## src/rtl/valu_add_arbiter_pkg.sv

```systemverilog
// Shared defaults and the in-flight tag type for the two-requester VALU add arbiter.
package valu_add_arbiter_pkg;

    localparam int unsigned DEF_DATA_WIDTH      = 64;
    localparam int unsigned DEF_SEW_WIDTH       = 2;
    localparam int unsigned DEF_OPSEL_WIDTH     = 9;
    localparam int unsigned DEF_PIPE_LATENCY    = 6;
    localparam int unsigned DEF_MAX_OUTSTANDING = 4;

    typedef struct packed {
        logic valid;
        logic id;
    } tag_t;

endpackage

```

## src/rtl/valu_add_arbiter_if.sv

```systemverilog
// Requester, response and ALU-side signals of the VALU add arbiter.
interface valu_add_arbiter_if
    import valu_add_arbiter_pkg::*;
#(
    parameter int unsigned DATA_W  = DEF_DATA_WIDTH,
    parameter int unsigned SEW_W   = DEF_SEW_WIDTH,
    parameter int unsigned OPSEL_W = DEF_OPSEL_WIDTH
);
    logic               req0_valid;
    logic               req0_ready;
    logic [DATA_W-1:0]  req0_vec0;
    logic [DATA_W-1:0]  req0_vec1;
    logic [SEW_W-1:0]   req0_sew;
    logic [OPSEL_W-1:0] req0_opSel;
    logic               resp0_valid;
    logic [DATA_W-1:0]  resp0_data;

    logic               req1_valid;
    logic               req1_ready;
    logic [DATA_W-1:0]  req1_vec0;
    logic [DATA_W-1:0]  req1_vec1;
    logic [SEW_W-1:0]   req1_sew;
    logic [OPSEL_W-1:0] req1_opSel;
    logic               resp1_valid;
    logic [DATA_W-1:0]  resp1_data;

    logic               alu_valid;
    logic [DATA_W-1:0]  alu_vec0;
    logic [DATA_W-1:0]  alu_vec1;
    logic [SEW_W-1:0]   alu_sew;
    logic [OPSEL_W-1:0] alu_opSel;
    logic               alu_out_valid;
    logic [DATA_W-1:0]  alu_out_vec;
    logic               err_mismatch;

    modport slave (
        input  req0_valid, req0_vec0, req0_vec1, req0_sew, req0_opSel,
        input  req1_valid, req1_vec0, req1_vec1, req1_sew, req1_opSel,
        input  alu_out_valid, alu_out_vec,
        output req0_ready, resp0_valid, resp0_data,
        output req1_ready, resp1_valid, resp1_data,
        output alu_valid, alu_vec0, alu_vec1, alu_sew, alu_opSel, err_mismatch
    );

    modport master (
        output req0_valid, req0_vec0, req0_vec1, req0_sew, req0_opSel,
        output req1_valid, req1_vec0, req1_vec1, req1_sew, req1_opSel,
        output alu_out_valid, alu_out_vec,
        input  req0_ready, resp0_valid, resp0_data,
        input  req1_ready, resp1_valid, resp1_data,
        input  alu_valid, alu_vec0, alu_vec1, alu_sew, alu_opSel, err_mismatch
    );

endinterface

```

## src/rtl/valu_tag_pipe.sv

```systemverilog
// Fixed-depth shift register carrying {valid, id} alongside the ALU pipeline.
module valu_tag_pipe
    import valu_add_arbiter_pkg::*;
#(
    parameter int unsigned DEPTH = DEF_PIPE_LATENCY
) (
    input  logic clk,
    input  logic rst,
    input  tag_t tag_in,
    output tag_t head
);

    tag_t stage [DEPTH];

    always_ff @(posedge clk) begin
        if (rst) begin
            for (int i = 0; i < int'(DEPTH); i++) stage[i] <= '0;
        end else begin
            stage[0] <= tag_in;
            for (int i = 1; i < int'(DEPTH); i++) stage[i] <= stage[i-1];
        end
    end

    assign head = stage[DEPTH-1];

endmodule

```

## src/rtl/valu_add_arbiter.sv

```systemverilog
// Round-robin arbiter sharing one pipelined VALU between two requesters with
// per-requester credit limits and tag-based response routing.
module valu_add_arbiter
    import valu_add_arbiter_pkg::*;
#(
    parameter int unsigned REQ_DATA_WIDTH  = DEF_DATA_WIDTH,
    parameter int unsigned SEW_WIDTH       = DEF_SEW_WIDTH,
    parameter int unsigned OPSEL_WIDTH     = DEF_OPSEL_WIDTH,
    parameter int unsigned PIPE_LATENCY    = DEF_PIPE_LATENCY,
    parameter int unsigned MAX_OUTSTANDING = DEF_MAX_OUTSTANDING
) (
    input  logic              clk,
    input  logic              rst,
    valu_add_arbiter_if.slave bus
);

    localparam int unsigned CNT_W = $clog2(MAX_OUTSTANDING + 1);
    localparam logic [CNT_W-1:0] CNT_MAX = CNT_W'(MAX_OUTSTANDING);

    logic [CNT_W-1:0] cnt0;
    logic [CNT_W-1:0] cnt1;
    logic             last_grant;
    logic             alu_id;
    logic             elig0, elig1;
    logic             grant0, grant1;
    logic             acc0, acc1;
    logic             resp0, resp1;
    tag_t             tag_in;
    tag_t             head;

    // Eligibility and round-robin grant; nothing is granted while in reset.
    always_comb begin
        elig0  = !rst && bus.req0_valid && (cnt0 < CNT_MAX);
        elig1  = !rst && bus.req1_valid && (cnt1 < CNT_MAX);
        grant0 = elig0 && (!elig1 || last_grant);
        grant1 = elig1 && (!elig0 || !last_grant);
        acc0   = bus.req0_valid && grant0;
        acc1   = bus.req1_valid && grant1;
        bus.req0_ready = grant0;
        bus.req1_ready = grant1;
    end

    // Issue registers: the accepted payload, or all-zero when idle.
    always_ff @(posedge clk) begin
        if (rst) begin
            bus.alu_valid <= 1'b0;
            bus.alu_vec0  <= '0;
            bus.alu_vec1  <= '0;
            bus.alu_sew   <= '0;
            bus.alu_opSel <= '0;
            alu_id        <= 1'b0;
            last_grant    <= 1'b1;
        end else begin
            bus.alu_valid <= acc0 || acc1;
            alu_id        <= acc1;
            if (acc0) begin
                bus.alu_vec0  <= bus.req0_vec0;
                bus.alu_vec1  <= bus.req0_vec1;
                bus.alu_sew   <= bus.req0_sew;
                bus.alu_opSel <= bus.req0_opSel;
            end else if (acc1) begin
                bus.alu_vec0  <= bus.req1_vec0;
                bus.alu_vec1  <= bus.req1_vec1;
                bus.alu_sew   <= bus.req1_sew;
                bus.alu_opSel <= bus.req1_opSel;
            end else begin
                bus.alu_vec0  <= '0;
                bus.alu_vec1  <= '0;
                bus.alu_sew   <= '0;
                bus.alu_opSel <= '0;
            end
            if (acc0 || acc1) last_grant <= acc1;
        end
    end

    assign tag_in = '{valid: bus.alu_valid, id: alu_id};

    valu_tag_pipe #(
        .DEPTH (PIPE_LATENCY)
    ) u_tag_pipe (
        .clk    (clk),
        .rst    (rst),
        .tag_in (tag_in),
        .head   (head)
    );

    // Result routing by the tag that travelled with the operation.
    always_comb begin
        resp0 = !rst && bus.alu_out_valid && head.valid && !head.id;
        resp1 = !rst && bus.alu_out_valid && head.valid && head.id;
        bus.resp0_valid = resp0;
        bus.resp1_valid = resp1;
        bus.resp0_data  = resp0 ? bus.alu_out_vec : '0;
        bus.resp1_data  = resp1 ? bus.alu_out_vec : '0;
    end

    // Credit counters: a same-cycle accept and retire cancel out.
    always_ff @(posedge clk) begin
        if (rst) begin
            cnt0 <= '0;
            cnt1 <= '0;
        end else begin
            if (acc0 && !resp0)      cnt0 <= cnt0 + CNT_W'(1);
            else if (!acc0 && resp0) cnt0 <= cnt0 - CNT_W'(1);
            if (acc1 && !resp1)      cnt1 <= cnt1 + CNT_W'(1);
            else if (!acc1 && resp1) cnt1 <= cnt1 - CNT_W'(1);
        end
    end

    // Sticky flag for an ALU result that does not line up with the tag head.
    always_ff @(posedge clk) begin
        if (rst)                                   bus.err_mismatch <= 1'b0;
        else if (bus.alu_out_valid != head.valid)  bus.err_mismatch <= 1'b1;
    end

endmodule

```

## src/flat_wrapper.sv

```systemverilog
// flat-port wrapper written by rule: the top's interface ports become plain ports
module valu_add_arbiter_flat import valu_add_arbiter_pkg::*;
#(
    parameter int unsigned REQ_DATA_WIDTH  = DEF_DATA_WIDTH,
    parameter int unsigned SEW_WIDTH       = DEF_SEW_WIDTH,
    parameter int unsigned OPSEL_WIDTH     = DEF_OPSEL_WIDTH,
    parameter int unsigned PIPE_LATENCY    = DEF_PIPE_LATENCY,
    parameter int unsigned MAX_OUTSTANDING = DEF_MAX_OUTSTANDING
)
  (clk, rst, bus_req0_valid, bus_req0_vec0, bus_req0_vec1, bus_req0_sew, bus_req0_opSel, bus_req1_valid, bus_req1_vec0, bus_req1_vec1, bus_req1_sew, bus_req1_opSel, bus_alu_out_valid, bus_alu_out_vec, bus_req0_ready, bus_resp0_valid, bus_resp0_data, bus_req1_ready, bus_resp1_valid, bus_resp1_data, bus_alu_valid, bus_alu_vec0, bus_alu_vec1, bus_alu_sew, bus_alu_opSel, bus_err_mismatch);
  valu_add_arbiter_if #(.DATA_W((64)), .SEW_W((2)), .OPSEL_W((9))) bus_i ();
  input  logic clk;
  input  logic rst;
  input wire logic [$bits(bus_i.req0_valid)-1:0] bus_req0_valid;
  input wire logic [$bits(bus_i.req0_vec0)-1:0] bus_req0_vec0;
  input wire logic [$bits(bus_i.req0_vec1)-1:0] bus_req0_vec1;
  input wire logic [$bits(bus_i.req0_sew)-1:0] bus_req0_sew;
  input wire logic [$bits(bus_i.req0_opSel)-1:0] bus_req0_opSel;
  input wire logic [$bits(bus_i.req1_valid)-1:0] bus_req1_valid;
  input wire logic [$bits(bus_i.req1_vec0)-1:0] bus_req1_vec0;
  input wire logic [$bits(bus_i.req1_vec1)-1:0] bus_req1_vec1;
  input wire logic [$bits(bus_i.req1_sew)-1:0] bus_req1_sew;
  input wire logic [$bits(bus_i.req1_opSel)-1:0] bus_req1_opSel;
  input wire logic [$bits(bus_i.alu_out_valid)-1:0] bus_alu_out_valid;
  input wire logic [$bits(bus_i.alu_out_vec)-1:0] bus_alu_out_vec;
  output wire logic [$bits(bus_i.req0_ready)-1:0] bus_req0_ready;
  output wire logic [$bits(bus_i.resp0_valid)-1:0] bus_resp0_valid;
  output wire logic [$bits(bus_i.resp0_data)-1:0] bus_resp0_data;
  output wire logic [$bits(bus_i.req1_ready)-1:0] bus_req1_ready;
  output wire logic [$bits(bus_i.resp1_valid)-1:0] bus_resp1_valid;
  output wire logic [$bits(bus_i.resp1_data)-1:0] bus_resp1_data;
  output wire logic [$bits(bus_i.alu_valid)-1:0] bus_alu_valid;
  output wire logic [$bits(bus_i.alu_vec0)-1:0] bus_alu_vec0;
  output wire logic [$bits(bus_i.alu_vec1)-1:0] bus_alu_vec1;
  output wire logic [$bits(bus_i.alu_sew)-1:0] bus_alu_sew;
  output wire logic [$bits(bus_i.alu_opSel)-1:0] bus_alu_opSel;
  output wire logic [$bits(bus_i.err_mismatch)-1:0] bus_err_mismatch;
  assign bus_i.req0_valid = bus_req0_valid;
  assign bus_i.req0_vec0 = bus_req0_vec0;
  assign bus_i.req0_vec1 = bus_req0_vec1;
  assign bus_i.req0_sew = bus_req0_sew;
  assign bus_i.req0_opSel = bus_req0_opSel;
  assign bus_i.req1_valid = bus_req1_valid;
  assign bus_i.req1_vec0 = bus_req1_vec0;
  assign bus_i.req1_vec1 = bus_req1_vec1;
  assign bus_i.req1_sew = bus_req1_sew;
  assign bus_i.req1_opSel = bus_req1_opSel;
  assign bus_i.alu_out_valid = bus_alu_out_valid;
  assign bus_i.alu_out_vec = bus_alu_out_vec;
  assign bus_req0_ready = bus_i.req0_ready;
  assign bus_resp0_valid = bus_i.resp0_valid;
  assign bus_resp0_data = bus_i.resp0_data;
  assign bus_req1_ready = bus_i.req1_ready;
  assign bus_resp1_valid = bus_i.resp1_valid;
  assign bus_resp1_data = bus_i.resp1_data;
  assign bus_alu_valid = bus_i.alu_valid;
  assign bus_alu_vec0 = bus_i.alu_vec0;
  assign bus_alu_vec1 = bus_i.alu_vec1;
  assign bus_alu_sew = bus_i.alu_sew;
  assign bus_alu_opSel = bus_i.alu_opSel;
  assign bus_err_mismatch = bus_i.err_mismatch;
  valu_add_arbiter #(.REQ_DATA_WIDTH(REQ_DATA_WIDTH), .SEW_WIDTH(SEW_WIDTH), .OPSEL_WIDTH(OPSEL_WIDTH), .PIPE_LATENCY(PIPE_LATENCY), .MAX_OUTSTANDING(MAX_OUTSTANDING)) u_core (.clk(clk), .rst(rst), .bus(bus_i));
endmodule
```

## config.mk

```make
export PLATFORM = sky130hd
export DESIGN_NAME = valu_add_arbiter_flat
export DESIGN_NICKNAME = d
export VERILOG_FILES = /design/src/rtl/valu_add_arbiter_pkg.sv /design/src/rtl/valu_add_arbiter_if.sv /design/src/rtl/valu_tag_pipe.sv /design/src/rtl/valu_add_arbiter.sv /design/src/flat_wrapper.sv
export SDC_FILE = /design/constraint.sdc
export NUM_CORES = 1
export LEC_CHECK = 0
export CAP_MARGIN = 20
export CORE_AREA = 3 3 240 242
export DETAILED_ROUTE_END_ITERATION = 8
export DIE_AREA = 0 0 243 245
export SYNTH_ARGS = -nofsm -noshare
export SYNTH_HDL_FRONTEND = slang
export SYNTH_HIERARCHICAL = 1
export SYNTH_SLANG_ARGS = --single-unit
```

## constraint.sdc

```tcl
create_clock -name clk -period 5.6 [get_ports clk]
set_input_delay 1.12 -clock clk [delete_from_list [all_inputs] [get_ports clk]]
set_output_delay 1.12 -clock clk [all_outputs]
set_load 0.05 [all_outputs]
```

==> flow_summary.toml <==
[grt]
grt_pass1_wl_um = 48200
antenna_found_initial = 12
grt_start_max_net_pins = 141
first_global_vias = 6814
grt_use_total = 0.114
grt-ovfl-total = 0

[synthesis]
ys_types = 30
synth_adder_area_share = 0.0110
synth_top_area_share = 0.543
synth_compound_area_frac = 0.216
synthMuxAreaShare = 0.00337
syn_avg_cell_area_um2 = 11.2
synth_edf_count = 0
synth-main-ff-cell = "dfxtp_1"
synth-seq-cells = 161
synth_top_cells_by_count = "dfxtp_1 (161), a22o_1 (139), and2_1 (128), buf_2 (17), clkbuf_1 (13)"
post_synth_and_or_nand_nor_area_fraction = 0.173
synth_top_family_by_area = "compound AO/OA/AOI/OAI gates"
ys_warn_count = 6
async_flop_share = 0
syn_area_um2 = 5940
synth_xor_area_frac = 0.00737
ys_seq_area_frac = 0.543
synth_largest_area_cell = "dfxtp_1"
synth_most_common_cell = "dfxtp_1"
synthTopCellsByArea = "dfxtp_1 (54%), a22o_1 (21%), and2_1 (13%)"
syn_nets = 881
synthCells = 530

[cells_and_area]
fin_util = 0.256
fin_nets = 1475
drive_gt1_frac = 0.162
synthToLayoutAreaGrowth_pct = 139
stdcell_count = 1887

[power]
power_density_nw_per_um2 = 243
leakage_nw = 5.49
ir_worst_vdd_mv = 0.205
power.total_w = 0.00345

[timing]
min_period_over_period = 0.788
hold_violations = 0
setup_tns_ns = 0
rsz0062_at_grt = "false"
slew_violations = 0
max_clock_freq_mhz = 227
finalClockSkew_ns = 0.00955
worst_pin_slew_ns = 0.997
min_period_ns = 4.41
maxSlewHeadroom = 0.335
hold_ws_ns = 0.439
setup_viol = 0

[setup_path]
endpoint_kind = "primary output"
critPathArrivalTime_ns = 3.29
critPathMaxFanout = 66
start_kind = "input pin"
cp.required_ns = 4.48
criticalPathCategory = "input pin to primary output"

[floorplanning]
die-width_um = 243
die_y_um = 245
dieArea_um2 = 59500
ioPinCount = 620
core_um2 = 55300
initial_core_util = 0.107
rows = 86

[drt]
routed_via_density = 3.46
drc = 0
wl_per_cell_um = 18.7
drt_wl_total_um = 35300
drt_first_pass_iters = 4
num_vias = 6538
first_iter_violations = 252
postRouteAntennaNets = 0

[clocking]
cts_root_buf = "clkbuf_16"
hold_buffers = 0
cts_buffer_depth = 2
cts_resized = 0
cts_tree = "built"
post_cts_buffers = 0
insertion_delay_ns = 0.46
cts.htree.levels = 4
clk_pin_slew_ns = 0.07
cts_buffers = 17
cts.sinks = 161

[placement]
dp_cells = 1853
gp_congestion = 0.902
place_hpwl_um = 29300
port_buffers = 619

[job]
maxCapViolCount = 0

[hold_path]
hp-class = "flip-flop to flip-flop"

[run_status]
status = "finished clean"
-- path summary, 6_finish.rpt --
check,startpoint,end,slack [ns],depth (start not counted)
setup / recovery,rst,bus_resp1_data[46],1.19,4
hold / removal,u_core/u_tag_pipe/stage[0][2],u_core/u_tag_pipe/stage[0][4],0.44,1
setup reg to reg,u_core/u_tag_pipe/stage[0][11],u_core/cnt1[2],3.10,8
hold reg to reg,u_core/u_tag_pipe/stage[0][2],u_core/u_tag_pipe/stage[0][4],0.44,1
-- per-layer routing --
layer	wire [um]	vias to the layer above	track usage
met5	46	-	0
met1	13500	3013	0.123
met4	932	6	0.0482
li1	-	3059	-
met3	3360	40	0.0465
met2	17500	420	0.199
-- cells by family (layout without fill, tap and decap cells) --
kind of cell    count (synthesis)  after routing
compound gates                148            148
buf+inv                        54            660
simple gates                  156            156
fa+ha+maj                       4              4
other cells                     0              3
mux                             2              2
flops                         161            161
xor+xnor                        5              5
-- power breakdown --
group / total, W / internal [W] / leakage (nW) / switching [W]
registers: 0.00128 / 0.00124 / 1.33 / 0.0000335
logic: 0.000975 / 0.000442 / 3.89 / 0.000532
clock network: 0.00120 / 0.000660 / 0.270 / 0.000538
-- through the flow --
step / setup slack [ns] / area (um^2)
global placement: 1.26 / 13600
detailed placement: 1.15 / 13600
CTS: 1.15 / 14200
floorplan: 1.75 / 5940
global route: 1.00 / 14200
finish: 1.19 / 14200
-- cells in the final DEF (no fill, tap or decap), drive strengths merged --
master,n
clkdlybuf4s50,489
dfxtp,161
a22o,139
buf,135
and2,128
clkbuf,17
nor2b,10
inv,9
nor2,7
clkinvlp,5
xor2,5
a21oi,4
diode,3
clkinv,3
a311oi,3
bufinv,2
mux2i,2
o21ai,2
or3,2
fa,2
ha,2
and2b,2
nand2b,2
nor3,2
nor3b,1
and4b,1
and4bb,1
-- sequential cells by signal, summed over array words and instances, names as in the netlist --
signal	count
u_core/bus.alu_vec0	64
u_core/bus.alu_vec1	64
u_core/u_tag_pipe/stage	12
u_core/bus.alu_opSel	9
u_core/cnt0	3
u_core/cnt1	3
u_core/bus.alu_sew	2
u_core/alu_id	1
u_core/bus.alu_valid	1
u_core/bus.err_mismatch	1
u_core/last_grant	1
-- layout make-up --
type / count / area [um^2]
antenna: 3 / 7.51
clock buffer: 17 / 425
clock inverter: 14 / 158
fill: 5898 / 41100
inverter: 5 / 18.8
multi-input combinational: 315 / 2450
sequential: 161 / 3220
tap: 748 / 936
timing repair buffer: 624 / 6950
-- worst max-delay path, stage by stage --
cell,delay [ns]
clkdlybuf4s50_1,0.61
and4b_2,1.05
and2_1,0.31
buf_12,0.15
No activity file was read; power rests on OpenSTA's default activity.
